===== src/rtl/mux_arb_n.sv =====
// Registered N-channel word selector: direct select or arbitration into a one-entry valid/ready output.
// Define MUX_ARB_RR_EN for round-robin arbitration; otherwise the lowest valid index wins.
module mux_arb_n #(
  parameter int WIDTH = 32,
  parameter int NCH   = 8,
  parameter int SELW  = $clog2(NCH)
) (
  input  logic                 clk,
  input  logic                 reset,
  input  logic [NCH*WIDTH-1:0] in_data,
  input  logic [NCH-1:0]       in_valid,
  output logic [NCH-1:0]       in_ready,
  input  logic                 mode,
  input  logic [SELW-1:0]      sel,
  output logic [WIDTH-1:0]     out_data,
  output logic                 out_valid,
  input  logic                 out_ready,
  output logic [SELW-1:0]      out_ch
);

  typedef enum logic {EMPTY, FULL} state_e;

  state_e            state_q, state_d;
  logic [WIDTH-1:0]  data_q, data_d;
  logic [SELW-1:0]   ch_q, ch_d;
  logic [SELW-1:0]   chosen;
  logic              has_choice;
  logic              ld;
  logic              xfer;
`ifdef MUX_ARB_RR_EN
  logic [SELW-1:0]   ptr_q, ptr_d;
  int unsigned       idx;
`endif

  always_comb begin
    ld         = (state_q == EMPTY) | out_ready;
    chosen     = '0;
    has_choice = 1'b0;
`ifdef MUX_ARB_RR_EN
    idx        = 0;
`endif
    if (!mode) begin
      // Out-of-range codes (possible when NCH is not a power of two) select nothing.
      if (32'(sel) < NCH) begin
        chosen     = sel;
        has_choice = 1'b1;
      end
    end else begin
`ifdef MUX_ARB_RR_EN
      for (int unsigned k = 0; k < NCH; k++) begin
        idx = (32'(ptr_q) + k) % NCH;
        if (!has_choice && in_valid[SELW'(idx)]) begin
          chosen     = SELW'(idx);
          has_choice = 1'b1;
        end
      end
`else
      for (int unsigned k = 0; k < NCH; k++) begin
        if (!has_choice && in_valid[SELW'(k)]) begin
          chosen     = SELW'(k);
          has_choice = 1'b1;
        end
      end
`endif
    end

    xfer     = has_choice & in_valid[chosen] & ld;
    in_ready = '0;
    if (has_choice) in_ready[chosen] = ld;
  end

  always_comb begin
    state_d = state_q;
    data_d  = data_q;
    ch_d    = ch_q;
    if (xfer) begin
      state_d = FULL;
      data_d  = in_data[chosen*WIDTH +: WIDTH];
      ch_d    = chosen;
    end else if (ld) begin
      state_d = EMPTY;
    end
  end

`ifdef MUX_ARB_RR_EN
  always_comb begin
    ptr_d = ptr_q;
    if (mode && xfer) ptr_d = (32'(chosen) == NCH - 1) ? '0 : chosen + 1'b1;
  end
`endif

  always_ff @(posedge clk or negedge reset) begin
    if (!reset) begin
      state_q <= EMPTY;
      data_q  <= '0;
      ch_q    <= '0;
`ifdef MUX_ARB_RR_EN
      ptr_q   <= '0;
`endif
    end else begin
      state_q <= state_d;
      data_q  <= data_d;
      ch_q    <= ch_d;
`ifdef MUX_ARB_RR_EN
      ptr_q   <= ptr_d;
`endif
    end
  end

  assign out_valid = (state_q == FULL);
  assign out_data  = data_q;
  assign out_ch    = ch_q;

endmodule


===== config.mk =====
export PLATFORM = sky130hd
export DESIGN_NAME = mux_arb_n
export DESIGN_NICKNAME = d
export VERILOG_FILES = /design/src/rtl/mux_arb_n.sv
export SDC_FILE = /design/constraint.sdc
export NUM_CORES = 1
export LEC_CHECK = 0
export CORE_AREA = 2 2 124 126
export CTS_BUF_LIST = sky130_fd_sc_hd__clkbuf_16
export DETAILED_ROUTE_END_ITERATION = 16
export DIE_AREA = 0 0 126 128
export GPL_ROUTABILITY_DRIVEN = 0
export MAX_ROUTING_LAYER = met4
export PLACE_DENSITY = 0.71
export SKIP_LAST_GASP = 1
export SLEW_MARGIN = 20
export SYNTH_ARGS = -nofsm -noshare
export SYNTH_HDL_FRONTEND = slang
export SYNTH_SLANG_ARGS = --single-unit

===== constraint.sdc =====
create_clock -name clk -period 7.9 [get_ports clk]
set_clock_uncertainty 0.05 [all_clocks]
set_input_delay 2.37 -clock clk [delete_from_list [all_inputs] [get_ports clk]]
set_output_delay 2.37 -clock clk [all_outputs]
set_load 0.05 [all_outputs]

After elaboration in Yosys (flattened, before gate mapping)
Cells that the tools add are included.
{"block": "op_classes", "mul": 0, "n_lt_le_gt_ge": 2, "div": 0, "n_bitwise": 5, "add_sub_neg": 0, "shifts": 1, "n_eq_ne": 0, "muxes": 31, "reduce_logical": 16}
{"cell": "indexed part select 256 x 9 -> 32 bit", "count": 1}
{"cell": "2-to-1 mux 1 bit", "count": 21}
{"cell": "2-to-1 mux 3 bit", "count": 7}
{"cell": "bitwise AND 8 bit", "count": 1}
{"cell": "logical AND 1 bit", "count": 8}
{"cell": "2-to-1 mux 8 bit", "count": 1}
{"cell": "logical NOT 1 bit", "count": 7}
{"cell": "less-than comparator 3 x 4 -> 1 bit (second input constant)", "count": 1}
{"cell": "binary-select mux 1 bit (select 3 bit)", "count": 1}
{"cell": "demux 1 bit (select 3 bit)", "count": 1}
{"cell": "greater-or-equal comparator 3 x 1 -> 1 bit (second input constant)", "count": 1}
{"cell": "bitwise AND 1 bit", "count": 2}
{"cell": "nonzero test 2 bit", "count": 1}
{"cell": "NOT 1 bit", "count": 1}
{"cell": "OR 1 bit", "count": 1}
{"block": "word_totals", "elab_cells": 58, "input_bits": 271, "latchBits": 0, "rom_bits": 0, "reg_bits": 36, "out_inout_bits": 44, "ram_bits": 0, "n_memories": 0}

Depth between registers and ports, before layout
Gate-level depths: netlist of the first run.
{"block": "logic_depth", "ltp_word": 36, "depth_mapped": 10}

Least setup slack after synthesis of the first run
Ideal clock, no wire load.
{"block": "synth_timing", "path_type": "input-to-output", "from": "input in_valid[7]", "to": "output in_ready[1]", "n_path_buf": 3, "t_arrival_ns": 4.804, "path_stages": 7, "setup_slack_ns": 0.676, "cell_sequence": "or4_4 > and3_1 > buf_6 > or2_1 > buf_6 > buf_6 > nor3_1"}
{"block": "synth_between", "elab_chain_cells": 9, "word_cells_on_any_way": 12, "cone_classes": "order compare: 2; mux: 7; bitwise: 1; reduce/logical: 2"}
{"item": "start: declaration", "line": "11", "text": "input logic [NCH-1:0] in_valid,"}
{"item": "logical AND 1 bit (*)", "line": "59", "text": "if (!has_choice && in_valid[SELW'(k)]) begin"}
{"item": "2-to-1 mux 3 bit", "line": "59"}
{"item": "2-to-1 mux 3 bit", "line": "42", "text": "if (!mode) begin"}
{"item": "less-than comparator 3 x 4 -> 1 bit (implied by the code) or greater-or-equal comparator 3 x 1 -> 1 bit (tied branches)", "line": "69", "text": "if (has_choice) in_ready[chosen] = ld;"}
{"item": "logical AND 1 bit (implied by the code)", "line": "69"}
{"item": "2-to-1 mux 1 bit (implied by the code)", "line": "69"}
{"item": "demux 1 bit (select 3 bit)", "line": "69"}
{"item": "bitwise AND 8 bit (no source line)"}
{"item": "2-to-1 mux 8 bit (*)", "line": "69"}
{"item": "end: declaration", "line": "12", "text": "output logic [NCH-1:0] in_ready,"}
Every way passes the cells marked *; elsewhere a longest branch is shown, timed or not.

Worst setup path in the final report of the first run
{"block": "layout_timing", "from": "input in_valid[7]", "to": "output in_ready[3]"}
Same word-level chain as after synthesis.

==> results of run 1 <==
worst min path at each step:
stage	slack (ns)	to	startpoint
5_1_grt	0.46	out_ch[2]	out_ch[2]
3_3_place_gp	0.43	out_ch[2]	out_ch[2]
6_report	0.44	out_ch[2]	out_ch[2]
3_5_place_dp	0.43	out_ch[2]	out_ch[2]
2_1_floorplan	0.78	out_ch[0]	out_ch[0]
4_1_cts	0.44	out_ch[2]	out_ch[2]
kinds of logic (layout without fill, tap and decap cells):
group                  count (synthesis)  count (layout)  share of synthesized area [%]
multiplexers                          66              66                           16.3
buffers and inverters                 72             342                           7.20
other                                  0               1                              0
flip-flops                            36              36                           20.2
AO/OA/AOI/OAI                        282             282                           41.6
AND/OR/NAND/NOR                      109             109                           14.7
cell type report:
| type | instances | area [sq um] | share of cell area, % |
|---|---|---|---|
| inverter | 3 | 11.3 | 0.142 |
| antenna | 1 | 2.50 | 0.0316 |
| sequential | 36 | 901 | 11.4 |
| clock inverter | 3 | 11.3 | 0.142 |
| tap | 188 | 235 | 2.97 |
| clock buffer | 5 | 125 | 1.58 |
| timing repair buffer | 331 | 3310 | 41.8 |
| multi-input combinational | 457 | 3310 | 41.9 |
routing by layer:
layer,up-vias,global-route usage (%),part of all wire [%]
met2,347,46.3,49
met5,-,-,0
met3,38,5.93,9.5
li1,2815,-,-
met1,2849,32.3,39
met4,0,8.60,3.0
placed cells by master, fill, tap and decap left out, drive strengths merged, types with 22 or more instances in the layout:
cell           instances
clkdlybuf4s50        305
nand2                 22
nand3                 26
a21oi                 67
a211oi                40
mux2i                 22
and4                  24
dfrtp                 36
buf                   26
o22ai                 24
mux2                  43
o21ai                 27
a31oi                 66
worst max-delay path, cell delays in order:
cell and delay, ns:
clkdlybuf4s50_1 0.48, or4_4 0.60, a31oi_4 0.69, nand2_1 0.16, nor2_1 0.22, buf_12 0.17
power by group through the flow:
stage          Combinational (uW)  Sequential, uW  Clock (uW)
2_1_floorplan                 251             494           0
3_3_place_gp                  826             283           0
3_5_place_dp                  828             284           0
4_1_cts                       830             281         195
5_1_grt                       871             287         203
6_report                      832             281         189
stage by stage:
step                area (sq um)  total power [uW]  hold WS [ns]  setup slack (ns)
floorplan                   4460               745         0.778             0.676
global placement            7770              1110         0.426             0.832
CTS                         7910              1310         0.442             0.780
detailed placement          7770              1110         0.428             0.794
finish                      7910              1300         0.439             0.774
global route                7910              1360         0.461             0.583
sequential cells by signal, summed over array words and instances (netlist names):
name,count
out_valid,1
out_ch,3
out_data,32
==> impl_metrics.json, run 1 <==
{
  "status": "finished, final reports clean",
  "clkSinkCount": 36,
  "slew_violations": 0,
  "cts_max_level": 2,
  "ys_seq_area_share_pct": 20.2,
  "ir_drop_mv": 0.0781,
  "crit_type": "input pin to output port",
  "synth_flop_cell": "dfrtp_1",
  "dieArea_sq_mm": 0.0161,
  "cp.required_ns": 5.48,
  "synth_top_cells_by_count": "66 x a21oi_1, 65 x a31oi_1, 45 x clkbuf_1",
  "dp.final_hpwl_mm": 17.0,
  "clk_path_buf_depth": 2,
  "die_y_um": 128,
  "cts_tree": "built",
  "ys_seq_elements": 36,
  "syn_to_final_growth_pct": 77.1,
  "place_inst": 1015,
  "period_needed_ns": 7.13,
  "final-hold-violation-count": 0,
  "min_path_type": "flip-flop to flip-flop",
  "layout-drive-gt1-share_pct": 11.5,
  "first_pass_iters": 5,
  "r2r_slack_ns": 5.35,
  "cts-buffers-inserted": 5,
  "setup_viol": 0,
  "crit_arrival_ns": 4.71,
  "p_per_area_mw_per_mm2": 165,
  "timing.final.crit_share_pct": 90.2,
  "synth_area_leaders": "dfrtp_1 20%, mux2_2 10%, a31oi_1 9.1%, a21oi_1 7.4%, a211oi_1 6.7%",
  "grt_first_pass_wirelength_mm": 33.6,
  "tightest_slew_ns": 1.12,
  "grt_use_total_pct": 27.2,
  "synth_area_sq_mm": 0.00446,
  "post_cts_resized": 0,
  "p_sw_uw": 594,
  "pin_count": 315,
  "synth.avg_cell_area_sq_um": 7.90,
  "synth_most_common_cell": "a21oi_1",
  "synth_edf_count": 0,
  "antenna_left": 0,
  "p_sw_share_pct": 45.6,
  "avgRoutedWirePerCell_um": 22.1,
  "synth_nets": 836,
  "grt_setup_unrepaired": "no",
  "slew_headroom_pct": 25.2,
  "core-area_sq_mm": 0.0149,
  "yosysTopAreaCell": "dfrtp_1",
  "end_kind": "output port",
  "endpoint": "in_ready[3]",
  "start_util_pct": 30.0,
  "grt_overflow_total": 0,
  "fmax_mhz": 140,
  "routed_wl_mm": 22.7,
  "synthCells": 565,
  "grt_start_max_net_pins": 47,
  "die_w_um": 126,
  "vias": 6049,
  "synth_top_area_share_pct": 20.2,
  "critical_path.startpoint": "in_valid[7]",
  "rows": 45,
  "drt_iter0_drc": 434,
  "cts_setup_buffers": 0,
  "cts_hold_buf": 0,
  "internal-power_uw": 708,
  "tns_ns": 0,
  "worstPathMaxFanout": 21,
  "grt_pass1_vias": 5814,
  "rr_startpoint": "out_valid",
  "drc": 0,
  "whs_path_depth": 1,
  "p_clk_share_pct": 14.5,
  "cts-root-buf": "clkbuf_16",
  "cap_violations": 0,
  "p_comb_share_pct": 63.9,
  "yosys_warnings": 0,
  "worstSkewPairLatency_ns": 0.27,
  "vias_per_cell": 5.91,
  "reg2reg_depth": 5,
  "nNetsFinal": 1105,
  "clkTransAtPathRegs_ns": 0.06,
  "p_leak_uw": 0.00285,
  "antenna_found_initial": 1,
  "port_buffers": 314,
  "p_seq_share_pct": 21.6,
  "ys_types": 48,
  "startpoint_type": "input pin",
  "worstReg2RegEnd": "out_ch[0]",
  "async_flop_share_pct": 100,
  "final_cells": 1024,
  "fin_util_pct": 53.2,
  "fillCellCount": 1443
}
No activity file was read; power rests on OpenSTA's default activity.
==> run 2, diff against run 1 <==
--- a/config.mk
+++ b/config.mk
@@ -5,13 +5,13 @@
 export SDC_FILE = /design/constraint.sdc
 export NUM_CORES = 1
 export LEC_CHECK = 0
-export CORE_AREA = 2 2 124 126
+export CORE_AREA = 2 2 122 124
 export CTS_BUF_LIST = sky130_fd_sc_hd__clkbuf_16
 export DETAILED_ROUTE_END_ITERATION = 16
-export DIE_AREA = 0 0 126 128
+export DIE_AREA = 0 0 124 126
 export GPL_ROUTABILITY_DRIVEN = 0
 export MAX_ROUTING_LAYER = met4
-export PLACE_DENSITY = 0.71
+export PLACE_DENSITY = 0.73
 export SKIP_LAST_GASP = 1
 export SLEW_MARGIN = 20
 export SYNTH_ARGS = -nofsm -noshare
==> constraint.sdc (replaced) <==
create_clock -name clk -period 7.6 [get_ports clk]
set_clock_uncertainty 0.05 [all_clocks]
set_input_delay 2.28 -clock clk [delete_from_list [all_inputs] [get_ports clk]]
set_output_delay 2.28 -clock clk [all_outputs]
set_load 0.05 [all_outputs]
==> impl_metrics.json, run 2 (synthesis gave the netlist of run 1 again) <==
{
  "cap_violations": 0,
  "grt_pass1_vias": 6108,
  "syn_to_final_growth_pct": 76.5,
  "r2r_slack_ns": 5.11,
  "core-area_sq_mm": 0.0143,
  "multiInputGateArea_sq_mm": 0.00331,
  "reg2reg_depth": 5,
  "cts-buffers-inserted": 5,
  "cts_setup_buffers": 0,
  "largest_reg_flops": 32,
  "clkTransAtPathRegs_ns": 0.06,
  "grt_use_total_pct": 28.6,
  "crit_type": "input pin to output port",
  "first_pass_iters": 5,
  "seqCellArea_sq_um": 901,
  "grt_first_pass_wirelength_mm": 33.4,
  "tns_ns": 0,
  "cp.required_ns": 5.27,
  "drt_iter0_drc": 351,
  "cts-root-buf": "clkbuf_16",
  "crit_arrival_ns": 4.64,
  "vias_per_cell": 5.96,
  "end_kind": "output port",
  "routed_wl_mm": 22.6,
  "fin_util_pct": 55.0,
  "die_w_um": 124,
  "pin_count": 315,
  "grt_overflow_total": 0,
  "vias": 6052,
  "p_per_area_mw_per_mm2": 172,
  "final_cells": 1015,
  "dp_slack_ns": 0.671,
  "layout-drive-gt1-share_pct": 11.4,
  "mostFrequentLayoutCell": "clkdlybuf4s50_1",
  "timing.final.crit_share_pct": 91.7,
  "antenna_left": 0,
  "fillCellCount": 1398,
  "worstPathMaxFanout": 22,
  "tightest_slew_ns": 1.10,
  "slew_violations": 0,
  "start_util_pct": 31.2,
  "clkSinkCount": 36,
  "fin_ws_ns": 0.630,
  "grt_start_max_net_pins": 69,
  "post_cts_resized": 0,
  "dieArea_sq_mm": 0.0156,
  "slew_headroom_pct": 25.9,
  "min_path_type": "flip-flop to flip-flop",
  "cts_tree": "built",
  "whs_path_depth": 1,
  "cts_hold_buf": 0,
  "final-hold-violation-count": 0,
  "fmax_mhz": 143,
  "dp.final_hpwl_mm": 16.8,
  "place_inst": 1008,
  "port_buffers": 314,
  "period_needed_ns": 6.97,
  "rows": 44,
  "startpoint_type": "input pin",
  "avgRoutedWirePerCell_um": 22.3,
  "finalPower_uw": 1350,
  "status": "finished, final reports clean",
  "worstSkewPairLatency_ns": 0.27,
  "ir_drop_mv": 0.102,
  "grt_setup_unrepaired": "no",
  "cts_max_level": 2,
  "clk_path_buf_depth": 2,
  "antenna_found_initial": 0,
  "layout_common_cells": "305 x clkdlybuf4s50_1, 65 x a21oi_1, 64 x a31oi_1",
  "setup_viol": 0,
  "diodes": 0,
  "drc": 0,
  "die_y_um": 126,
  "nNetsFinal": 1102,
  "p_leak_uw": 0.00283
}
## run 2: cell count changes in the layout (fill, tap and decap cells not counted), sizes merged
| cell | previous run | this run |
|---|---|---|
| buf | 26 | 23 |
| diode | 1 | 0 |
| inv | 5 | 3 |
| clkinvlp | 0 | 1 |
## run 2: area by class of cell
cell class | instances | area share (%)
clock inverter | 2 | 0.159
sequential | 36 | 11.4
multi-input combinational | 457 | 42.1
clock buffer | 5 | 1.59
tap | 184 | 2.92
timing repair buffer | 328 | 41.7
inverter | 3 | 0.143
## run 2: critical path: stages
cell and delay, ns:
clkdlybuf4s50_1 0.77, inv_1 0.27, a31oi_4 0.25, a21o_4 0.33
nand2_1 0.17, nor3_1 0.37, buf_12 0.19
## run 2: report_power, final
| part | internal (uW) | total, uW | switching [uW] |
|---|---|---|---|
| clock | 119 | 202 | 82.9 |
| sequential | 255 | 288 | 33.8 |
| combinational | 361 | 864 | 502 |
## run 2: per-stage QoR
stage	cell area [sq um]	hold WS, ns
3_3_place_gp	7740	0.416
6_report	7880	0.435
3_5_place_dp	7740	0.428
5_1_grt	7880	0.453
4_1_cts	7880	0.439
2_1_floorplan	4460	0.778
## run 2: final timing paths
| check | startpoint | endpoint |
|---|---|---|
| min in group asynchronous | reset | out_data[15] |
| hold / removal | out_ch[0] | out_ch[0] |
| setup reg to reg | out_valid | out_ch[2] |
| max in group asynchronous | reset | out_data[29] |
| setup / recovery | mode | in_ready[4] |
| hold reg to reg | out_ch[0] | out_ch[0] |
## run 2: per-layer routing
layer,GRT usage (%),part of all wire (%),vias to the layer above
met2,49.7,50,337
li1,-,-,2809
met1,32.6,37,2863
met3,6.30,9.9,43
met5,-,0,-
met4,8.26,2.8,0
==> run 3, diff against run 2 <==
--- a/config.mk
+++ b/config.mk
@@ -5,13 +5,14 @@
 export SDC_FILE = /design/constraint.sdc
 export NUM_CORES = 1
 export LEC_CHECK = 0
+export CAP_MARGIN = 10
 export CORE_AREA = 2 2 122 124
 export CTS_BUF_LIST = sky130_fd_sc_hd__clkbuf_16
 export DETAILED_ROUTE_END_ITERATION = 16
 export DIE_AREA = 0 0 124 126
 export GPL_ROUTABILITY_DRIVEN = 0
 export MAX_ROUTING_LAYER = met4
-export PLACE_DENSITY = 0.73
+export PLACE_DENSITY = 0.81
 export SKIP_LAST_GASP = 1
 export SLEW_MARGIN = 20
 export SYNTH_ARGS = -nofsm -noshare
==> impl_metrics.json, run 3 (synthesis gave the netlist of run 1 again) <==
{
  "clkSinkCount": 36,
  "layout-drive-gt1-share_pct": 11.6,
  "cts-root-buf": "clkbuf_16",
  "cp.required_ns": 5.27,
  "antenna_left": 0,
  "p_comb_share_pct": 64.0,
  "clkTransAtPathRegs_ns": 0.05,
  "period_needed_ns": 6.93,
  "mostFrequentLayoutCell": "clkdlybuf4s50_1",
  "dp_slack_ns": 0.763,
  "startpoint_type": "input pin",
  "min_path_type": "flip-flop to flip-flop",
  "tns_ns": 0,
  "antenna_found_initial": 1,
  "whs_ns": 0.438,
  "end_kind": "output port",
  "drc": 0,
  "p_sw_share_pct": 46.2,
  "syn_to_final_growth_pct": 76.9,
  "die_w_um": 124,
  "grt_overflow_total": 0,
  "p_sw_uw": 630,
  "dp.final_hpwl_mm": 17.4,
  "grt_pass1_vias": 6015,
  "first_pass_iters": 7,
  "cts_tree": "built",
  "internal-power_uw": 735,
  "status": "finished, final reports clean",
  "cts_max_level": 2,
  "avgRoutedWirePerCell_um": 23.1,
  "drt_iter0_drc": 499,
  "ir_drop_mv": 0.0845,
  "whs_path_depth": 1,
  "routed_wl_mm": 23.5,
  "port_buffers": 314,
  "rows": 44,
  "slew_headroom_pct": 26.4,
  "p_clk_share_pct": 14.7,
  "holdPathEnd": "out_ch[2]",
  "r2r_slack_ns": 5.12,
  "die_y_um": 126,
  "fin_ws_ns": 0.669,
  "cap_violations": 0,
  "pin_count": 315,
  "reg2reg_depth": 5,
  "p_per_area_mw_per_mm2": 173,
  "largest_reg_flops": 32,
  "start_util_pct": 31.2,
  "rr_startpoint": "out_valid",
  "core-area_sq_mm": 0.0143,
  "layout_common_cells": "305 x clkdlybuf4s50_1, 65 x a21oi_1, 64 x a31oi_1",
  "slew_violations": 0,
  "grt_start_max_net_pins": 60,
  "worstSkewPairLatency_ns": 0.28,
  "timing.final.crit_share_pct": 91.2,
  "p_seq_share_pct": 21.3,
  "worstReg2RegEnd": "out_ch[1]",
  "fmax_mhz": 144,
  "grt_setup_unrepaired": "no",
  "nNetsFinal": 1104,
  "cts_hold_buf": 0,
  "grt_first_pass_wirelength_mm": 34.1,
  "crit_arrival_ns": 4.60,
  "vias_per_cell": 6.14,
  "tightest_slew_ns": 1.10,
  "dieArea_sq_mm": 0.0156,
  "vias": 6249,
  "clk_path_buf_depth": 2,
  "worstPathMaxFanout": 14,
  "finalPower_uw": 1370,
  "post_cts_resized": 0,
  "p_leak_uw": 0.00284,
  "setup_viol": 0,
  "final-hold-violation-count": 0,
  "fillCellCount": 1326,
  "fin_util_pct": 55.2,
  "cts-buffers-inserted": 5,
  "worstHoldStart": "out_ch[2]",
  "grt_use_total_pct": 29.6,
  "cts_setup_buffers": 0,
  "crit_type": "input pin to output port"
}
## run 3: changes by cell type in the layout (fill, tap and decap cells not counted), sizes merged
| cell | previous run | this run |
|---|---|---|
| buf | 23 | 25 |
| clkinvlp | 1 | 0 |
| diode | 0 | 1 |
| inv | 3 | 4 |
## run 3: cell type report
class | instances | area (sq um) | area share, %
clock inverters | 2 | 8.76 | 0.111
diodes | 1 | 2.50 | 0.0317
inverters | 3 | 11.3 | 0.143
clock buffers | 5 | 125 | 1.58
well taps | 184 | 230 | 2.92
repair buffers | 330 | 3300 | 41.8
multi-input cells | 457 | 3320 | 42.0
flip-flops and latches | 36 | 901 | 11.4
## run 3: metal layers
| layer | global-route usage (%) | wire length, um | vias to the layer above |
|---|---|---|---|
| met3 | 6.07 | 2770 | 48 |
| met1 | 34.0 | 8410 | 2941 |
| li1 | - | - | 2816 |
| met4 | 11.0 | 782 | 0 |
| met2 | 50.4 | 11600 | 444 |
| met5 | - | 0 | - |
## run 3: how the worst max path moves through the flow
stage	from	to	slack, ns
2_1_floorplan	in_valid[7]	in_ready[1]	0.56
3_3_place_gp	mode	in_ready[2]	0.81
3_5_place_dp	mode	in_ready[2]	0.76
4_1_cts	mode	in_ready[2]	0.77
5_1_grt	mode	in_ready[2]	0.56
6_report	mode	in_ready[2]	0.67
## run 3: worst max-delay path: stages
cell and delay, ns:
clkdlybuf4s50_1 0.76, nor3b_2 0.54, nor2_1 0.21, nor2_4 0.27
nand2_1 0.11, nor2_1 0.24, buf_12 0.18
## run 3: stage by stage
| stage | instances | cell area, sq um |
|---|---|---|
| floorplan | 565 | 4460 |
| global placement | 1010 | 7760 |
| detailed placement | 1010 | 7760 |
| CTS | 1017 | 7890 |
| global route | 1018 | 7900 |
| finish | 1018 | 7900 |
## run 3: power groups by stage
stage                     clock (uW)  combinational (uW)  sequential, uW
after floorplan                    0                 261             513
after global placement             0                 862             291
after detailed placement           0                 869             293
after CTS                        205                 871             291
after global routing             215                 915             299
final                            201                 874             291
